[src/rtl/hram_arb.sv]
// Two-requester round-robin arbiter in front of a single PSRAM controller port.
// Latches the winning request, waits for completion or timeout, and steers read data back.
module hram_arb #(
  parameter int unsigned TIMEOUT = 1024
) (
  input  logic        clk,
  input  logic        reset,
  input  logic        m0_valid,
  input  logic [31:0] m0_addr,
  input  logic [31:0] m0_wdata,
  input  logic [3:0]  m0_wstrb,
  output logic [31:0] m0_rdata,
  output logic        m0_ready,
  input  logic        m1_valid,
  input  logic [31:0] m1_addr,
  input  logic [31:0] m1_wdata,
  input  logic [3:0]  m1_wstrb,
  output logic [31:0] m1_rdata,
  output logic        m1_ready,
  output logic        mem_valid,
  output logic [31:0] mem_addr,
  output logic [31:0] mem_wdata,
  output logic [3:0]  mem_wstrb,
  input  logic [31:0] mem_rdata,
  input  logic        mem_ready,
  output logic        grant,
  output logic        busy,
  output logic        err
);

  // state    | meaning
  // IDLE     | no transaction; arbitrates and latches the winner on the same edge
  // ISSUE    | mem_valid held; waiting for mem_ready or the timeout count
  // RESP     | ready pulse to the owner is visible this cycle
  // RELEASE  | waiting for the controller to drop mem_ready
  typedef enum logic [1:0] {
    ST_IDLE,
    ST_ISSUE,
    ST_RESP,
    ST_RELEASE
  } state_t;

  localparam logic [15:0] CNT_LAST = 16'(TIMEOUT - 1);

  state_t      state, state_nxt;
  logic [15:0] cnt;
  logic        winner;
  logic        do_load;
  logic        do_done;
  logic        do_timeout;

  always_ff @(posedge clk) begin
    if (reset) state <= ST_IDLE;
    else       state <= state_nxt;
  end

  always_comb begin
    state_nxt  = state;
    do_load    = 1'b0;
    do_done    = 1'b0;
    do_timeout = 1'b0;
    // a lone requester wins outright; a tie goes to the port that did not own last
    winner     = (m0_valid && m1_valid) ? ~grant : m1_valid;
    case (state)
      ST_IDLE: begin
        if (m0_valid || m1_valid) begin
          do_load   = 1'b1;
          state_nxt = ST_ISSUE;
        end
      end
      ST_ISSUE: begin
        if (mem_ready) begin
          do_done   = 1'b1;
          state_nxt = ST_RESP;
        end else if (cnt == CNT_LAST) begin
          do_done    = 1'b1;
          do_timeout = 1'b1;
          state_nxt  = ST_RESP;
        end
      end
      ST_RESP: state_nxt = ST_RELEASE;
      ST_RELEASE: begin
        if (!mem_ready) state_nxt = ST_IDLE;
      end
      default: state_nxt = ST_IDLE;
    endcase
  end

  always_ff @(posedge clk) begin
    if (reset) begin
      mem_valid <= 1'b0;
      mem_addr  <= '0;
      mem_wdata <= '0;
      mem_wstrb <= '0;
      m0_ready  <= 1'b0;
      m1_ready  <= 1'b0;
      m0_rdata  <= '0;
      m1_rdata  <= '0;
      grant     <= 1'b1;
      err       <= 1'b0;
      cnt       <= '0;
    end else begin
      m0_ready <= 1'b0;
      m1_ready <= 1'b0;
      if (state == ST_ISSUE) cnt <= cnt + 16'd1;
      if (do_load) begin
        mem_valid <= 1'b1;
        grant     <= winner;
        cnt       <= '0;
        mem_addr  <= winner ? m1_addr  : m0_addr;
        mem_wdata <= winner ? m1_wdata : m0_wdata;
        mem_wstrb <= winner ? m1_wstrb : m0_wstrb;
      end
      if (do_done) begin
        mem_valid <= 1'b0;
        if (grant) begin
          m1_ready <= 1'b1;
          m1_rdata <= do_timeout ? 32'hFFFF_FFFF : mem_rdata;
        end else begin
          m0_ready <= 1'b1;
          m0_rdata <= do_timeout ? 32'hFFFF_FFFF : mem_rdata;
        end
        if (do_timeout) err <= 1'b1;
      end
    end
  end

  assign busy = (state != ST_IDLE);

endmodule

[config.mk]
export PLATFORM = sky130hd
export DESIGN_NAME = hram_arb
export DESIGN_NICKNAME = d
export VERILOG_FILES = /design/src/rtl/hram_arb.sv
export SDC_FILE = /design/constraint.sdc
export NUM_CORES = 1
export LEC_CHECK = 0
export CAP_MARGIN = 5
export CORE_ASPECT_RATIO = 1.25
export CORE_MARGIN = 5
export CORE_UTILIZATION = 41
export DETAILED_ROUTE_END_ITERATION = 8
export GPL_ROUTABILITY_DRIVEN = 0
export PLACE_DENSITY = 0.77
export SYNTH_ARGS = -nofsm -noshare
export SYNTH_HDL_FRONTEND = slang
export SYNTH_SLANG_ARGS = --single-unit
export TNS_END_PERCENT = 30
[constraint.sdc]
create_clock -name clk -period 2.58 [get_ports clk]
set_input_delay 0.774 -clock clk [delete_from_list [all_inputs] [get_ports clk]]
set_output_delay 0.774 -clock clk [all_outputs]
set_load 0.01 [all_outputs]
; ---- After elaboration in Yosys (flattened, before gate mapping)
; Index checks and enable logic that the tools add are counted.
; W data, S select, Z words.
[word_totals]
reg_bits = 155
inputBits = 173
output_inout_bits = 138
[classes]
n_eq_ne = 7
n_bitwise = 2
n_mux = 19
addsub = 1
reduce_logical = 11
[op_table]
columns = op, count
row1 = $mux W32, 3
row2 = $add A16 B1 Y16 const B, 1
row3 = $eq A16 B10 Y1 const B, 1
row4 = $mux W1, 10
row5 = $mux W2, 4
row6 = $pmux W2 S4, 1
row7 = $reduce_and A2 Y1, 3
row8 = $reduce_or A2 Y1, 3
row9 = $eq A2 B2 Y1 const B, 2
row10 = $mux W4, 1
row11 = $ne A2 B2 Y1 const B, 2
row12 = $ne A3 B3 Y1 const B, 1
row13 = $reduce_and A3 Y1, 1
row14 = $eq A2 B1 Y1 const B, 1
row15 = $logic_not A2 Y1, 1
row16 = $not A1 Y1, 2
row17 = $reduce_bool A2 Y1, 1
row18 = $logic_and A1 B1 Y1, 1
row19 = $logic_or A1 B1 Y1, 1

; ---- Longest topological paths before layout
[logic_depth]
depth_word = 6
ltp_mapped = 8
mapped_depth_nobuf = 6

; ---- Worst setup path after synthesis
; No wires, ideal clock.
[synth_timing]
path_type = input to register
startpoint = input port m1_valid
endpoint = register mem_addr[28]
setup_slack_ns = 0.532
t_required_ns = 2.435
path_stages = 6
t_arrival_ns = 1.903
cell_sequence = a21boi_0 -> clkbuf_1 -> buf_2 -> buf_2 -> mux2i_1 -> a211oi_1
[synth_via]
elab_chain_cells = 3
[synth_lines]
columns = element, line_no
row1 = start: declaration, 14  ; input logic m1_valid,
row2 = $logic_and A1 B1 Y1 or $logic_or A1 B1 Y1 (tied branches), "63, 66"
row3 = $mux W1 (on tied branches), "63, 66"
row4 = $mux W32 or $mux W1 (tied branches), "110, 64"
row5 = end signal: assignment, 110  ; mem_addr <= winner ? m1_addr : m0_addr;
row6 = end: declaration, 21  ; output logic [31:0] mem_addr,
; Parallel ways exist; a longest one is shown, timed or not.
; A chain may end at the register's enable or synchronous reset.

; ---- Final worst setup path
[layout_timing]
startpoint = register state[0]
endpoint = output port busy
[layout_via]
elab_chain_cells = 1
[layout_lines]
columns = element, line_no
row1 = start: declaration, 45  ; state_t state, state_nxt;
row2 = start signal: assignment, 54  ; else state <= state_nxt;
row3 = $reduce_bool A2 Y1, 128  ; assign busy = (state != ST_IDLE);
row4 = end: declaration, 27  ; output logic busy,
; Every way passes these cells.

==> results.tsv <==
metric	value	unit
status	completed	
Max-Cap Viols	0	
TritonCTS clock tree	yes	
PnR worst setup slack	0.282	ns
setup TNS	0	ns
CTS max path bufs	2	
max-slew violations	0	
crit-path cells	inv_1 -> ha_1 -> inv_1 -> dlygate4sd2_1	
Ports	311	
post-DP HPWL	15700	um
DRC	0	
leak pwr	3.83	nW
ys async rst share	0	
post-synth top area cell	dfxtp_1	
min Tclk post-route	2.30	ns
total CTS buffers	17	
simple logic cell fraction of the synthesized area	0.149	
FF+latch count, synth	155	
Buf/Inv on CP	3	
final instance area	0.0104	mm2
unrepaired setup endpoints after global routing	no	
largest net degree at the start of global routing	79	
Post-Synth Adder-Cell Area	0.00960	
number of synthesized flops with an enable pin	0	
fin nets	1179	
Mapped Avg Cell Area	9.15	um2
relative slew slack	0.448	
critical path startpoint category	flop	
CP max FO	4	
yosys warns	0	
number of placed instances with taps included	1194	
total power	9.48	mW
Data required, critical path	1.81	ns
Setup WS pre-CTS	0.0198	ns
Cells after Synth	712	
share of the synthesized area in the top cell type	0.476	
Max rail drop VDD	0.440	mV
family with the most delay on the worst path	buffers and inverters	
Post-synth top flop	dfxtp_1	
Crit-path slowest cell	dfxtp_1	
die height	151	um
Die Width	123	um
Avg WL per Cell	17.0	um
CTS H-tree lvls	4	
# diodes	0	
Clock Root Buffer	clkbuf_16	
Worst-path clk slew	0.06	ns
fraction of synthesized area in multiplexers	0.108	
Clk pwr share	0.246	
core area	0.0156	mm2
Pre-antenna DRT Iters	4	
endpoints failing setup	0	
worst slew pin tran	0.828	ns
fraction of layout instances using a drive strength above 1	0.0868	
cell area power density	907	mW/mm2
post-placement cell area	0.00990	mm2
initial core utilization	0.418	
site row count	51	
worst skew pair latency	0.41	ns
Final Cycle Share	0.891	
Final Hold Viols	0	
crit-path max cell delay	0.40	ns
Detailed Route WL	20900	um
Critical Path Sink Type	output pin	
Synth Cell Area	0.00651	mm2
Sw Pwr	3.19	mW
port bufs	310	
internal power component	6.28	mW
Tot GR Track Use	0.221	
Worst Skew	0.0108	ns
Finished Core Util	0.671	
CP arrival	1.52	ns
top cells by count, synth	dfxtp_1 (155), nor2_1 (149), a211oi_1 (71)	
most area-consuming cells after synthesis	dfxtp_1 (48%), mux2i_1 (11%), nor2_1 (8.6%)	
count leader, synth	dfxtp_1	
Sink Count	155	
die area	0.0185	mm2
sequential element share of the synthesized area	0.476	
Via density	5.00	
Top cell by count, worst path	inv_1	
vias after detailed routing	6130	
main combinational cell family by area after synthesis	compound AO/OA/AOI/OAI gates	
Seq pwr share	0.356	
Sw Ratio	0.337	
area delta synth->final	60.4	%
first-pass GRT wire length	32000	um
upper clock frequency limit	435	MHz
Combinational Power Share	0.398	
initial DRC count	363	
initial antenna violation count	0	
HP Class	flop to flop	
total grt overflow	0	
XOR/XNOR share of the synthesized area	0.0134	
Syn Nets	890	
Routed Antenna Nets	0	
number of global-route vias before repair	6025	
post-synthesis compound-gate area fraction	0.185	
WS Path Type	flop to output pin	
Hold Slack	0.456	ns
number of distinct library cells after synthesis	38	
Non-Filler Instances	1226	
what timing repair did:
| action | CTS | global route |
|---|---|---|
| resized for setup | 1 | 0 |
| hold buffers | 0 | 0 |
| setup buffers | 0 | 0 |
| endpoints found under the setup margin | 1 | 0 |
layer usage:
layer  vias to the layer above  wire [um]  GRT usage
met2                       256      10300      0.378
met5                         -          0          0
li1                       3073          -          -
met3                        35       2020     0.0706
met4                         0        639     0.0908
met1                      2766       7930      0.254
sequential cells by signal, indices dropped and copies added, names as in the netlist:
register,cells
grant,1
m1_rdata,32
cnt,16
m0_ready,1
mem_wdata,32
m1_ready,1
m0_rdata,32
err,1
state,2
mem_valid,1
mem_wstrb,4
mem_addr,32
cell usage in the layout (no fill, tap or decap), types with 8 or more instances in the layout:
cell type        count
nand2_1             12
buf_12               8
dfxtp_1            155
clkdlybuf4s50_1    308
inv_1               39
clkbuf_16           17
a21oi_1             37
mux2i_1             70
buf_4               11
nor2_1             149
a211oi_2            30
nor3_1              35
a211oi_1            71
layout make-up:
| cell class | count | area (um2) |
|---|---|---|
| multi-input cells | 460 | 3050 |
| inverters | 39 | 146 |
| repair buffers | 328 | 3330 |
| fillers | 1308 | 5120 |
| well taps | 212 | 265 |
| flip-flops and latches | 155 | 3100 |
| clock buffers | 19 | 443 |
| clock inverters | 13 | 108 |
power by group through the flow:
stage                     clock network [mW]  registers (mW)  logic (mW)
after floorplan                            0            3.69        1.45
after global placement                     0            3.39        3.77
after detailed placement                   0            3.41        3.82
after CTS                               2.38            3.37        3.83
after global routing                    2.49            3.45        4.08
final                                   2.33            3.37        3.77
cells by family after synthesis:
logic type               Yosys count
XOR/XNOR                          10
AND/OR/NAND/NOR                  225
AO/OA/AOI/OAI                    150
adder cells (fa/ha/maj)            5
multiplexers                      70
flip-flops                       155
buffers and inverters             97
worst min-delay path, stage by stage (launching register included):
cell and delay [ns]:
dfxtp_1 0.31, inv_1 0.05, a211oi_1 0.05
final timing paths:
check | from | end | slack [ns] | cells after the start
min | m1_rdata[25]$_SDFFE_PP0P_ | m1_rdata[25]$_SDFFE_PP0P_ | 0.46 | 2
min reg2reg | m1_rdata[25]$_SDFFE_PP0P_ | m1_rdata[25]$_SDFFE_PP0P_ | 0.46 | 2
max | state[0]$_SDFFE_PP0P_ | busy | 0.28 | 4
max reg2reg | cnt[0]$_SDFFE_PP0P_ | m0_rdata[2]$_SDFFE_PP0P_ | 0.39 | 6
No activity file was read; power rests on OpenSTA's default activity.
